File: src/rtl/clk_pkg.sv
// Shared types for consumers of the programmable clock divider output.
package clk_pkg;

  typedef enum logic [1:0] {
    StIdle,
    StSetup,
    StShift,
    StDone
  } state_e;

  // Width that holds a count from 0 to width inclusive.
  function automatic int unsigned cnt_width(input int unsigned width);
    return $clog2(width + 1);
  endfunction

endpackage

File: src/rtl/clk_edge_det.sv
// Registered edge detector; rise_o/fall_o are single-cycle strobes in the clk_i domain.
module clk_edge_det (
  input  logic clk_i,
  input  logic rst_ni,
  input  logic sig_i,
  output logic rise_o,
  output logic fall_o
);

  logic sig_q;

  always_ff @(posedge clk_i or negedge rst_ni) begin
    if (!rst_ni) begin
      sig_q <= 1'b0;
    end else begin
      sig_q <= sig_i;
    end
  end

  assign rise_o = sig_i & ~sig_q;
  assign fall_o = ~sig_i & sig_q;

endmodule

File: src/rtl/dclk_shifter.sv
// Serial shift engine clocked by divider edges: drives sdo/sclk/cs_n and captures sdi
// (SPI mode 0 style).
module dclk_shifter
  import clk_pkg::*;
#(
  parameter int unsigned DATA_WIDTH = 8,
  parameter bit          LSB_FIRST  = 1'b0
) (
  input  logic                  clk_i,
  input  logic                  rst_ni,
  input  logic                  dclk_i,
  input  logic [DATA_WIDTH-1:0] tx_data_i,
  input  logic                  tx_valid_i,
  output logic                  tx_ready_o,
  output logic [DATA_WIDTH-1:0] rx_data_o,
  output logic                  rx_valid_o,
  output logic                  sclk_o,
  output logic                  sdo_o,
  input  logic                  sdi_i,
  output logic                  cs_no,
  output logic                  busy_o
);

  localparam int unsigned CntW = cnt_width(DATA_WIDTH);
  localparam logic [CntW-1:0] CntMax = CntW'(DATA_WIDTH);

  state_e                state_q, state_d;
  logic [DATA_WIDTH-1:0] tx_sr_q, tx_sr_d;
  logic [DATA_WIDTH-1:0] rx_sr_q, rx_sr_d;
  logic [DATA_WIDTH-1:0] rx_data_q, rx_data_d;
  logic [CntW-1:0]       cnt_q, cnt_d;
  logic                  sdo_q, sdo_d;
  logic                  sclk_q, cs_n_q, rx_valid_q;
  logic                  rise, fall;

  clk_edge_det u_edge_det (
    .clk_i  (clk_i),
    .rst_ni (rst_ni),
    .sig_i  (dclk_i),
    .rise_o (rise),
    .fall_o (fall)
  );

  always_comb begin
    state_d   = state_q;
    tx_sr_d   = tx_sr_q;
    rx_sr_d   = rx_sr_q;
    rx_data_d = rx_data_q;
    cnt_d     = cnt_q;
    sdo_d     = sdo_q;
    case (state_q)
      StIdle: begin
        sdo_d = 1'b0;
        if (tx_valid_i) begin
          tx_sr_d = tx_data_i;
          rx_sr_d = '0;
          cnt_d   = '0;
          sdo_d   = LSB_FIRST ? tx_data_i[0] : tx_data_i[DATA_WIDTH-1];
          state_d = StSetup;
        end
      end
      StSetup: begin
        if (fall) state_d = StShift;
      end
      StShift: begin
        if (rise) begin
          rx_sr_d = LSB_FIRST ? {sdi_i, rx_sr_q[DATA_WIDTH-1:1]}
                              : {rx_sr_q[DATA_WIDTH-2:0], sdi_i};
          cnt_d   = cnt_q + CntW'(1);
        end else if (fall) begin
          if (cnt_q == CntMax) begin
            rx_data_d = rx_sr_q;
            sdo_d     = 1'b0;
            state_d   = StDone;
          end else begin
            tx_sr_d = LSB_FIRST ? {1'b0, tx_sr_q[DATA_WIDTH-1:1]}
                                : {tx_sr_q[DATA_WIDTH-2:0], 1'b0};
            sdo_d   = LSB_FIRST ? tx_sr_q[1] : tx_sr_q[DATA_WIDTH-2];
          end
        end
      end
      StDone:  state_d = StIdle;
      default: state_d = StIdle;
    endcase
  end

  always_ff @(posedge clk_i or negedge rst_ni) begin
    if (!rst_ni) begin
      state_q    <= StIdle;
      tx_sr_q    <= '0;
      rx_sr_q    <= '0;
      rx_data_q  <= '0;
      cnt_q      <= '0;
      sdo_q      <= 1'b0;
      sclk_q     <= 1'b0;
      cs_n_q     <= 1'b1;
      rx_valid_q <= 1'b0;
    end else begin
      state_q    <= state_d;
      tx_sr_q    <= tx_sr_d;
      rx_sr_q    <= rx_sr_d;
      rx_data_q  <= rx_data_d;
      cnt_q      <= cnt_d;
      sdo_q      <= sdo_d;
      // Registered from next state so sclk follows dclk one cycle late, never glitching.
      sclk_q     <= (state_d == StShift) & dclk_i;
      cs_n_q     <= ~((state_d == StSetup) || (state_d == StShift));
      rx_valid_q <= (state_d == StDone);
    end
  end

  assign tx_ready_o = (state_q == StIdle);
  assign busy_o     = (state_q != StIdle);
  assign rx_data_o  = rx_data_q;
  assign rx_valid_o = rx_valid_q;
  assign sclk_o     = sclk_q;
  assign sdo_o      = sdo_q;
  assign cs_no      = cs_n_q;

endmodule

File: config.mk
export PLATFORM = sky130hd
export DESIGN_NAME = dclk_shifter
export DESIGN_NICKNAME = d
export VERILOG_FILES = /design/src/rtl/clk_pkg.sv /design/src/rtl/clk_edge_det.sv /design/src/rtl/dclk_shifter.sv
export SDC_FILE = /design/constraint.sdc
export NUM_CORES = 1
export LEC_CHECK = 0
export ABC_AREA = 1
export ABC_CLOCK_PERIOD_IN_PS = 4600
export CORE_MARGIN = 2
export CORE_UTILIZATION = 30
export DETAILED_ROUTE_END_ITERATION = 10
export GPL_TIMING_DRIVEN = 0
export PLACE_DENSITY_LB_ADDON = 0.15
export SLEW_MARGIN = 25
export SYNTH_ARGS = -nofsm -noshare
export SYNTH_HDL_FRONTEND = slang
export SYNTH_SLANG_ARGS = --single-unit
File: constraint.sdc
create_clock -name clk_i -period 4.6 [get_ports clk_i]
set_input_delay 0.69 -clock clk_i [delete_from_list [all_inputs] [get_ports clk_i]]
set_output_delay 0.69 -clock clk_i [all_outputs]
set_load 0.02 [all_outputs]
After elaboration in Yosys (flattened, before gate mapping)
Cells that the tools add are included.
Widths: inputs -> output; s select.
{"block": "classes", "add_sub_neg": 1, "multipliers": 0, "n_div": 0, "n_lt_le_gt_ge": 0, "eq_ne": 12, "shift": 0, "n_mux": 22, "n_bitwise": 7, "n_reduce_logical": 8}
{"op": "$mux 7", "n": 4}
{"op": "$mux 8", "n": 2}
{"op": "$pmux 8 s2", "n": 1}
{"op": "$pmux 7 s2", "n": 1}
{"op": "$mux 2", "n": 5}
{"op": "$ne 2x2->1 const B", "n": 5}
{"op": "$eq 2x2->1 const B", "n": 4}
{"op": "$mux 4", "n": 2}
{"op": "$pmux 2 s4", "n": 1}
{"op": "$pmux 4 s2", "n": 1}
{"op": "$reduce_and 3->1", "n": 2}
{"op": "$reduce_and 5->1", "n": 1}
{"op": "$add 4x1->4 const B", "n": 1}
{"op": "$eq 2x1->1 const B", "n": 2}
{"op": "$eq 4x4->1 const B", "n": 1}
{"op": "$mux 1", "n": 4}
{"op": "$not 1->1", "n": 4}
{"op": "$reduce_and 4->1", "n": 1}
{"op": "$reduce_bool 2->1", "n": 2}
{"op": "$and 1x1->1", "n": 3}
{"op": "$logic_not 2->1", "n": 1}
{"op": "$pmux 1 s2", "n": 1}
{"op": "$logic_or 1x1->1", "n": 1}
{"block": "totals", "reg_bits": 34, "latch_bits": 0, "ramBits": 0, "mem_bits_ro": 0, "input_bits": 13, "output_inout_bits": 14, "wordCells": 60, "n_memories": 0}

Longest topological paths before layout
Gate-level depths: netlist (run 1).
{"block": "depth", "depth_word": 8, "depth_mapped": 10, "mapped_depth_nobuf": 10}

Cells and area by module
Synthesis (run 1) repeated with hierarchy kept, for this count alone.
{"block": "hier_totals", "hier_cells": 181, "area_unflattened_um2": 1616.6}
{"module": "dclk_shifter", "instances": 1, "cells_each": 176, "area_per_inst_um2": 1576.5, "seq_area_each_um2": 827.0}
{"module": "clk_edge_det", "instances": 1, "cells_each": 5, "area_per_inst_um2": 40.0, "seq_area_each_um2": 25.0}

Least setup slack after synthesis (run 1)
No wires, ideal clock.
{"block": "synth_timing", "path_kind": "input to register", "from": "input port dclk_i", "to": "register tx_sr_q[0]", "setup_ps": 118, "t_arrival_ps": 1414, "required_time_ps": 4482, "slack_ps": 3068, "stages": 6, "path_buffers": 0, "path_cell_list": "inv_1 nand2_1 a21oi_2 nand3_1 nand2_1 nand2_1"}
{"block": "synth_between", "elab_chain_len": 4, "elab_cells_between_ends": 6, "cone_classes": "eq/ne (2); bitwise (3); reduce/logical (1)"}
{"item": "from (decl)", "line": "dclk_shifter.sv:11", "text": "input logic dclk_i,"}
{"item": "$not 1->1", "line": "clk_edge_det.sv:21", "text": "assign fall_o = ~sig_i & sig_q;"}
{"item": "$and 1x1->1", "line": "clk_edge_det.sv:21"}
{"item": "$ne 2x2->1 (no source line)"}
{"item": "$reduce_and 5->1 (no source line) (*)"}
{"item": "to (signal assigned)", "line": "dclk_shifter.sv:100", "text": "tx_sr_q <= tx_sr_d;"}
{"item": "to (decl)", "line": "dclk_shifter.sv:28", "text": "logic [DATA_WIDTH-1:0] tx_sr_q, tx_sr_d;"}
Mark *: on every way between the ends. The rest lies on a longest branch, timed or not.
A chain may end at the register's enable or synchronous reset.

Final worst setup path (run 1)
{"block": "layout_timing", "from": "register state_q[1]", "to": "output port busy_o"}
{"block": "layout_between", "elab_chain_len": 1}
{"item": "from (decl)", "line": "dclk_shifter.sv:27", "text": "state_e state_q, state_d;"}
{"item": "from (signal assigned)", "line": "dclk_shifter.sv:89", "text": "state_q <= StIdle;"}
{"item": "from (signal assigned)", "line": "dclk_shifter.sv:99", "text": "state_q <= state_d;"}
{"item": "$reduce_bool 2->1", "line": "dclk_shifter.sv:113", "text": "assign busy_o = (state_q != StIdle);"}
{"item": "to (decl)", "line": "dclk_shifter.sv:21", "text": "output logic busy_o"}
No other way between the ends.

==> reports/qor.yml, run 1 <==
run_status:
  status: "finished clean"
logic_synthesis:
  postSynthAreaPerCell_sq_um: 8.67
  synth_top_area_share_pct: 51.5
  ys_seq_area_share_pct: 53.1
  syn_inst: 185
  yosys-top-cells-area: "dfrtp_1 51%, nand2_1 15%, o21ai_1 5.3%"
  yosys_warnings: 0
  synth_nets: 202
  synth_top_area_cell: "dfrtp_1"
  ys_types: 24
  ys_ff_latch: 34
  syn-cell-area_sq_um: 1600
setup_path:
  critical_path.top_delay_family: "buffers and inverters"
  worst-path-buf-inv: 3
  cp-start-kind: "flop"
  crit_path_top_delay_cell: "clkdlybuf4s50_1"
  crit_fanout: 10
  critPathArrivalTime_ns: 1.62
  r2r_slack_ns: 2.92
  cp_slowest_stage_delay_ns: 0.60
  endpoint_kind: "output port"
  crit_chain: "buf_4 -> nor2_4 -> inv_2 -> clkdlybuf4s50_1"
  critical_path_class: "reg2out"
  crit_required_ns: 3.91
layout:
  drive_above_1_share_pct: 13.6
  ff_latch_area_sq_um: 852
  final_cells: 290
  nNetsFinal: 236
  fillers: 554
  final_common_cell: "nand2_1"
  mostFrequentLayoutCells: "65 x nand2_1, 33 x dfrtp_1, 25 x clkdlybuf4s50_1"
  multi_input_area_sq_um: 638
  syn2layout_area_growth_pct: 29.4
  antenna_cells: 0
die:
  ios: 27
  start_util_pct: 31.2
  die_area_sq_um: 5950
  fp-row-count: 26
  core_area_sq_um: 5140
  die_y_um: 77.1
  die_w_um: 77.1
drt:
  totalWireLength_um: 3360
  drc: 0
  post_drt_wl_per_cell_um: 11.6
  drt-initial-drc-count: 37
  first_pass_iters: 4
  viasPerCell: 4.28
  via_count: 1240
  ant_nets: 0
grt:
  met1_usage_pct: 15.0
  grt_max_degree: 25
  met3_usage_pct: 4.82
  track_usage_pct: 12.8
  grt_pass1_wl_um: 5980
  overflow: 0
  grt_antenna_before_repair: 0
  grt_pass1_vias: 1308
  met2_usage_pct: 21.6
  busiest_layer: "met2"
power_and_ir_drop:
  ir_drop_v: 0.000177
  p_total_w: 0.00104
  p_leak_nw: 0.963
  pwr_density_cell_nw_per_um2: 501
placed_design:
  port_buffers: 26
  post-dp-hpwl_um: 2370
  gp_congestion: 0.784
  place_inst: 282
  dp_slack_ns: 2.28
sta:
  tightest_slew_ns: 0.423
  setup_viol: 0
  finClkSkew_ns: 0.00429
  drv_slew: 0
  hold_violations: 0
  whs_ns: 0.276
  worst_slack_ns: 2.29
  maxSlewHeadroom_pct: 71.5
  rsz0062_at_grt: "false"
  timing.setup.tns_ns: 0
  min_period_ns: 2.31
  fmax_mhz: 433
  post-route-period-util_pct: 50.2
clock_network:
  clk_pin_slew_ns: 0.07
  clock_latency_ns: 0.29
  root_buffer: "clkbuf_8"
  htreeDepth: 2
  cts_setup_buffers: 0
  clock-sinks: 34
  cts_buffer_depth: 2
  cts_tree: "built"
  postCtsHoldBufs: 0
  cts.repair.resized: 0
  cts_made_buffers: 5
worst_hold_path:
  hold_path.class: "in2async"
flow_run:
  cap_viol_max_count: 0
[per-layer routing]
metal	vias up	part of all wire [%]
met5	-	0
met2	17	48
met1	568	47
li1	653	-
met4	0	0.68
met3	2	4.0
[final timing paths]
kind | startpoint | depth (start not counted) | to
setup / recovery | state_q[1] | 4 | busy_o
hold / removal | rst_ni | 1 | tx_sr_q[5]
setup reg to reg | cnt_q[0] | 10 | sclk_o
hold reg to reg | tx_sr_q[0] | 2 | tx_sr_q[0]
max in group asynchronous | rst_ni | 2 | u_edge_det.sig_q
min in group clk_i | tx_sr_q[0] | 2 | tx_sr_q[0]
[synthesized netlist by cell type, drive strengths merged]
library cell / n
nand2: 68
a21oi: 2
nor2: 9
ha: 4
nand4: 7
dfstp: 1
nand3: 14
buf: 4
o21ai: 21
dfrtp: 33
inv: 22
[kinds of logic after synthesis]
kind of cell / after synthesis / share of synthesized area, %
adder cells (fa/ha/maj): 4 / 3.12
AND/OR/NAND/NOR: 98 / 28.8
buffers and inverters: 26 / 7.10
flip-flops: 34 / 53.1
AO/OA/AOI/OAI: 23 / 7.88
[sequential cells by signal (all words and copies together) (netlist names)]
name / flops
u_edge_det.sig_q: 1
rx_data_o: 8
rx_valid_o: 1
rx_sr_q: 8
cnt_q: 4
sclk_o: 1
tx_sr_q: 7
cs_no: 1
state_q: 2
sdo_o: 1
[power by group]
group	switching, W	total, W	internal [W]	leakage (nW)
Sequential	0.0000435	0.000409	0.000365	0.453
Combinational	0.000222	0.000359	0.000137	0.452
Clock	0.000112	0.000272	0.000159	0.0579
Total	0.000378	0.00104	0.000661	0.963
[stage by stage]
stage / cell area [sq um] / util [%]
2_1_floorplan: 1600 / -
3_3_place_gp: 1950 / 38.0
3_5_place_dp: 1970 / 38.3
4_1_cts: 2080 / 40.4
5_1_grt: 2080 / 40.4
6_report: 2080 / 40.4
[cell type report]
cell class / instances / area share [%]
buffer: 4 / 1.39
tap: 70 / 4.22
inverter: 22 / 4.10
timing repair buffer: 27 / 13.3
multi-input combinational: 125 / 30.7
clock inverter: 3 / 1.93
sequential: 34 / 41.0
clock buffer: 5 / 3.32
[worst reg2reg max path, stage by stage, from the launching register on]
cell and delay (ns):
dfrtp_1 0.39, inv_1 0.10, ha_1 0.18, nand2_1 0.05
nor2_1 0.14, nand3_2 0.21, nand2_1 0.13, nand2_1 0.08
ha_1 0.21, nand2_1 0.06, inv_1 0.04
No activity file was read; power rests on OpenSTA's default activity.
==> run 2, diff against run 1 <==
--- a/config.mk
+++ b/config.mk
@@ -6,7 +6,7 @@
 export NUM_CORES = 1
 export LEC_CHECK = 0
 export ABC_AREA = 1
-export ABC_CLOCK_PERIOD_IN_PS = 4600
+export ABC_CLOCK_PERIOD_IN_PS = 2000
 export CORE_MARGIN = 2
 export CORE_UTILIZATION = 30
 export DETAILED_ROUTE_END_ITERATION = 10
==> constraint.sdc (replaced) <==
create_clock -name clk_i -period 2 [get_ports clk_i]
set_input_delay 0.3 -clock clk_i [delete_from_list [all_inputs] [get_ports clk_i]]
set_output_delay 0.3 -clock clk_i [all_outputs]
set_load 0.02 [all_outputs]
==> run 2 against run 1 <==
Against the previous run:
- first-iteration DRC count decreased by 11%
- count of clock-buffer cells in the layout unchanged
- utilization is 0.19 points higher
- worst hold slack improved by 0.14 ns
- critical endpoint unchanged
- die area unchanged
- via count rose by 0.56%
- setup slack worse by 2.2 ns
- sequential power is 130% higher
- highest routed layer unchanged
==> reports/qor.yml, run 2 (synthesis results as in run 1) <==
run_status:
  status: "finished clean"  # unchanged
setup_path:
  r2r_slack_ns: 0.32  # was 2.92 ns
  endpoint_kind: "output port"  # unchanged
  timing.rr.start: "cnt_q[0]"  # unchanged
  crit_fanout: 10  # unchanged
  critPathArrivalTime_ns: 1.62  # about the same
  r2r_end: "sclk_o"  # unchanged
  reg2reg_depth: 10  # unchanged
  cp-start-kind: "flop"  # unchanged
  crit_required_ns: 1.70  # was 3.91 ns
  critical_path_class: "reg2out"  # unchanged
sta:
  tightest_slew_ns: 0.423  # about the same
  rsz0062_at_grt: "false"  # unchanged
  drv_slew: 0  # unchanged
  whs_ns: 0.420  # was 0.276 ns
  min_period_ns: 1.92
  post-route-period-util_pct: 95.9
  setup_viol: 0  # unchanged
  maxSlewHeadroom_pct: 71.5  # unchanged
  finClkSkew_ns: 0.00429  # unchanged
  fmax_mhz: 522
  hold_violations: 0  # unchanged
drt:
  first_pass_iters: 4  # unchanged
  ant_nets: 0  # unchanged
  totalWireLength_um: 3360  # about the same
  drc: 0  # unchanged
  post_drt_wl_per_cell_um: 11.6  # about the same
  drt-initial-drc-count: 33  # was 37
  viasPerCell: 4.29  # was 4.28
  via_count: 1247  # was 1,240
placed_design:
  port_buffers: 26  # unchanged
  gp_congestion: 0.784  # unchanged
  post-dp-hpwl_um: 2370  # unchanged
  placed_area_sq_um: 1970  # unchanged
  place_inst: 282  # unchanged
grt:
  grt_pass1_wl_um: 5980  # unchanged
  met2_usage_pct: 21.6  # unchanged
  busiest_layer: "met2"  # unchanged
  overflow: 0  # unchanged
  grt_antenna_before_repair: 0  # unchanged
  grt_max_degree: 25  # unchanged
  met1_usage_pct: 15.0  # unchanged
  met3_usage_pct: 4.82  # unchanged
  grt_pass1_vias: 1308  # unchanged
  track_usage_pct: 12.8  # unchanged
clock_network:
  root_buffer: "clkbuf_8"  # unchanged
  clock_latency_ns: 0.29  # about the same
  clk_pin_slew_ns: 0.07  # about the same
  clock-sinks: 34  # unchanged
  cts_made_buffers: 5  # unchanged
  htreeDepth: 2  # unchanged
  cts_tree: "built"  # unchanged
  cts_buffer_depth: 2  # unchanged
layout:
  final_cells: 291  # was 290
  mostFrequentLayoutCells: "65 x nand2_1, 33 x dfrtp_1, 25 x clkdlybuf4s50_1"  # unchanged
  syn2layout_area_growth_pct: 30.0  # was 29.4%
  drive_above_1_share_pct: 13.6  # about the same
  antenna_cells: 0  # unchanged
  finalInstanceArea_sq_um: 2090  # was 2080 sq um
  nNetsFinal: 237  # was 236
  ff_latch_area_sq_um: 852  # unchanged
  final_common_cell: "nand2_1"  # unchanged
  multi_input_area_sq_um: 638  # unchanged
  fillers: 553  # was 554
die:
  core_area_sq_um: 5140  # unchanged
  ios: 27  # unchanged
  fp-row-count: 26  # unchanged
  die_y_um: 77.1  # unchanged
  die_area_sq_um: 5950  # unchanged
  die_w_um: 77.1  # unchanged
  start_util_pct: 31.2  # unchanged
power_and_ir_drop:
  ir_drop_v: 0.000407  # was 0.000177 V
  p_leak_nw: 0.967  # was 0.963 nW
  pwr_density_cell_nw_per_um2: 1150  # was 501 nW/um^2
worst_hold_path:
  hold_path.class: "in2async"  # unchanged
flow_run:
  cap_viol_max_count: 0  # unchanged
==> run 2: worst max-delay path, cell delays in order (launching register included) <==
cell and delay, ns:
dfrtp_1 0.39, buf_4 0.21, nor2_4 0.05, inv_2 0.08
clkdlybuf4s50_1 0.60
==> run 2: final cells by class <==
cell class                 instances  area share (%)
buffer                             4            1.38
clock buffer                       5            3.30
clock inverter                     3            1.92
inverter                          22            4.08
multi-input combinational        125            30.6
sequential                        34            40.9
tap                               70            4.20
timing repair buffer              28            13.7
==> run 2: metal layers <==
metal  vias to the layer above  wire length, um
li1                        654                -
met1                       574             1590
met2                        17             1620
met3                         2              134
met4                         0               23
met5                         -                0
==> run 2: how the worst max path moves through the flow <==
stage / start / end / slack [ns]
after CTS: state_q[1] / busy_o / 0.06
final: state_q[1] / busy_o / 0.08
after global placement: rst_ni / rx_data_o[6] / -0.19
after global routing: state_q[1] / busy_o / 0.01
after floorplan: state_q[1] / rx_sr_q[6] / 0.53
after detailed placement: dclk_i / tx_sr_q[1] / 0.07
==> run 2: what timing repair did <==
item                      4_1_cts  5_1_grt
setup buffers                   0        0
resized for setup               0        0
hold endpoints to repair        9        0
hold buffers                    1        0
==> run 2: power by group <==
part | switching (W) | leakage (nW) | internal, W
registers | 0.000100 | 0.453 | 0.000840
clock network | 0.000258 | 0.0579 | 0.000367
logic | 0.000512 | 0.457 | 0.000316
total | 0.000871 | 0.967 | 0.00152
==> run 2: stage by stage <==
stage	worst slack (ns)	setup TNS (ns)	total power [W]	utilization (%)
6_report	0.0826	0	0.00239	40.6
5_1_grt	0.0112	0	0.00258	40.6
4_1_cts	0.0625	0	0.00244	40.6
3_5_place_dp	0.0716	0	0.00180	38.3
3_3_place_gp	-0.194	-6.36	0.00179	38.0
2_1_floorplan	0.529	0	0.00149	-
==> run 3, diff against run 2 <==
--- a/config.mk
+++ b/config.mk
@@ -9,7 +9,9 @@
 export ABC_CLOCK_PERIOD_IN_PS = 2000
 export CORE_MARGIN = 2
 export CORE_UTILIZATION = 30
+export CTS_BUF_LIST = sky130_fd_sc_hd__clkbuf_8
 export DETAILED_ROUTE_END_ITERATION = 10
+export GPL_ROUTABILITY_DRIVEN = 0
 export GPL_TIMING_DRIVEN = 0
 export PLACE_DENSITY_LB_ADDON = 0.15
 export SLEW_MARGIN = 25
==> results of run 3 <==
The final DEF is identical to that of run 2; final timing and power are the same.
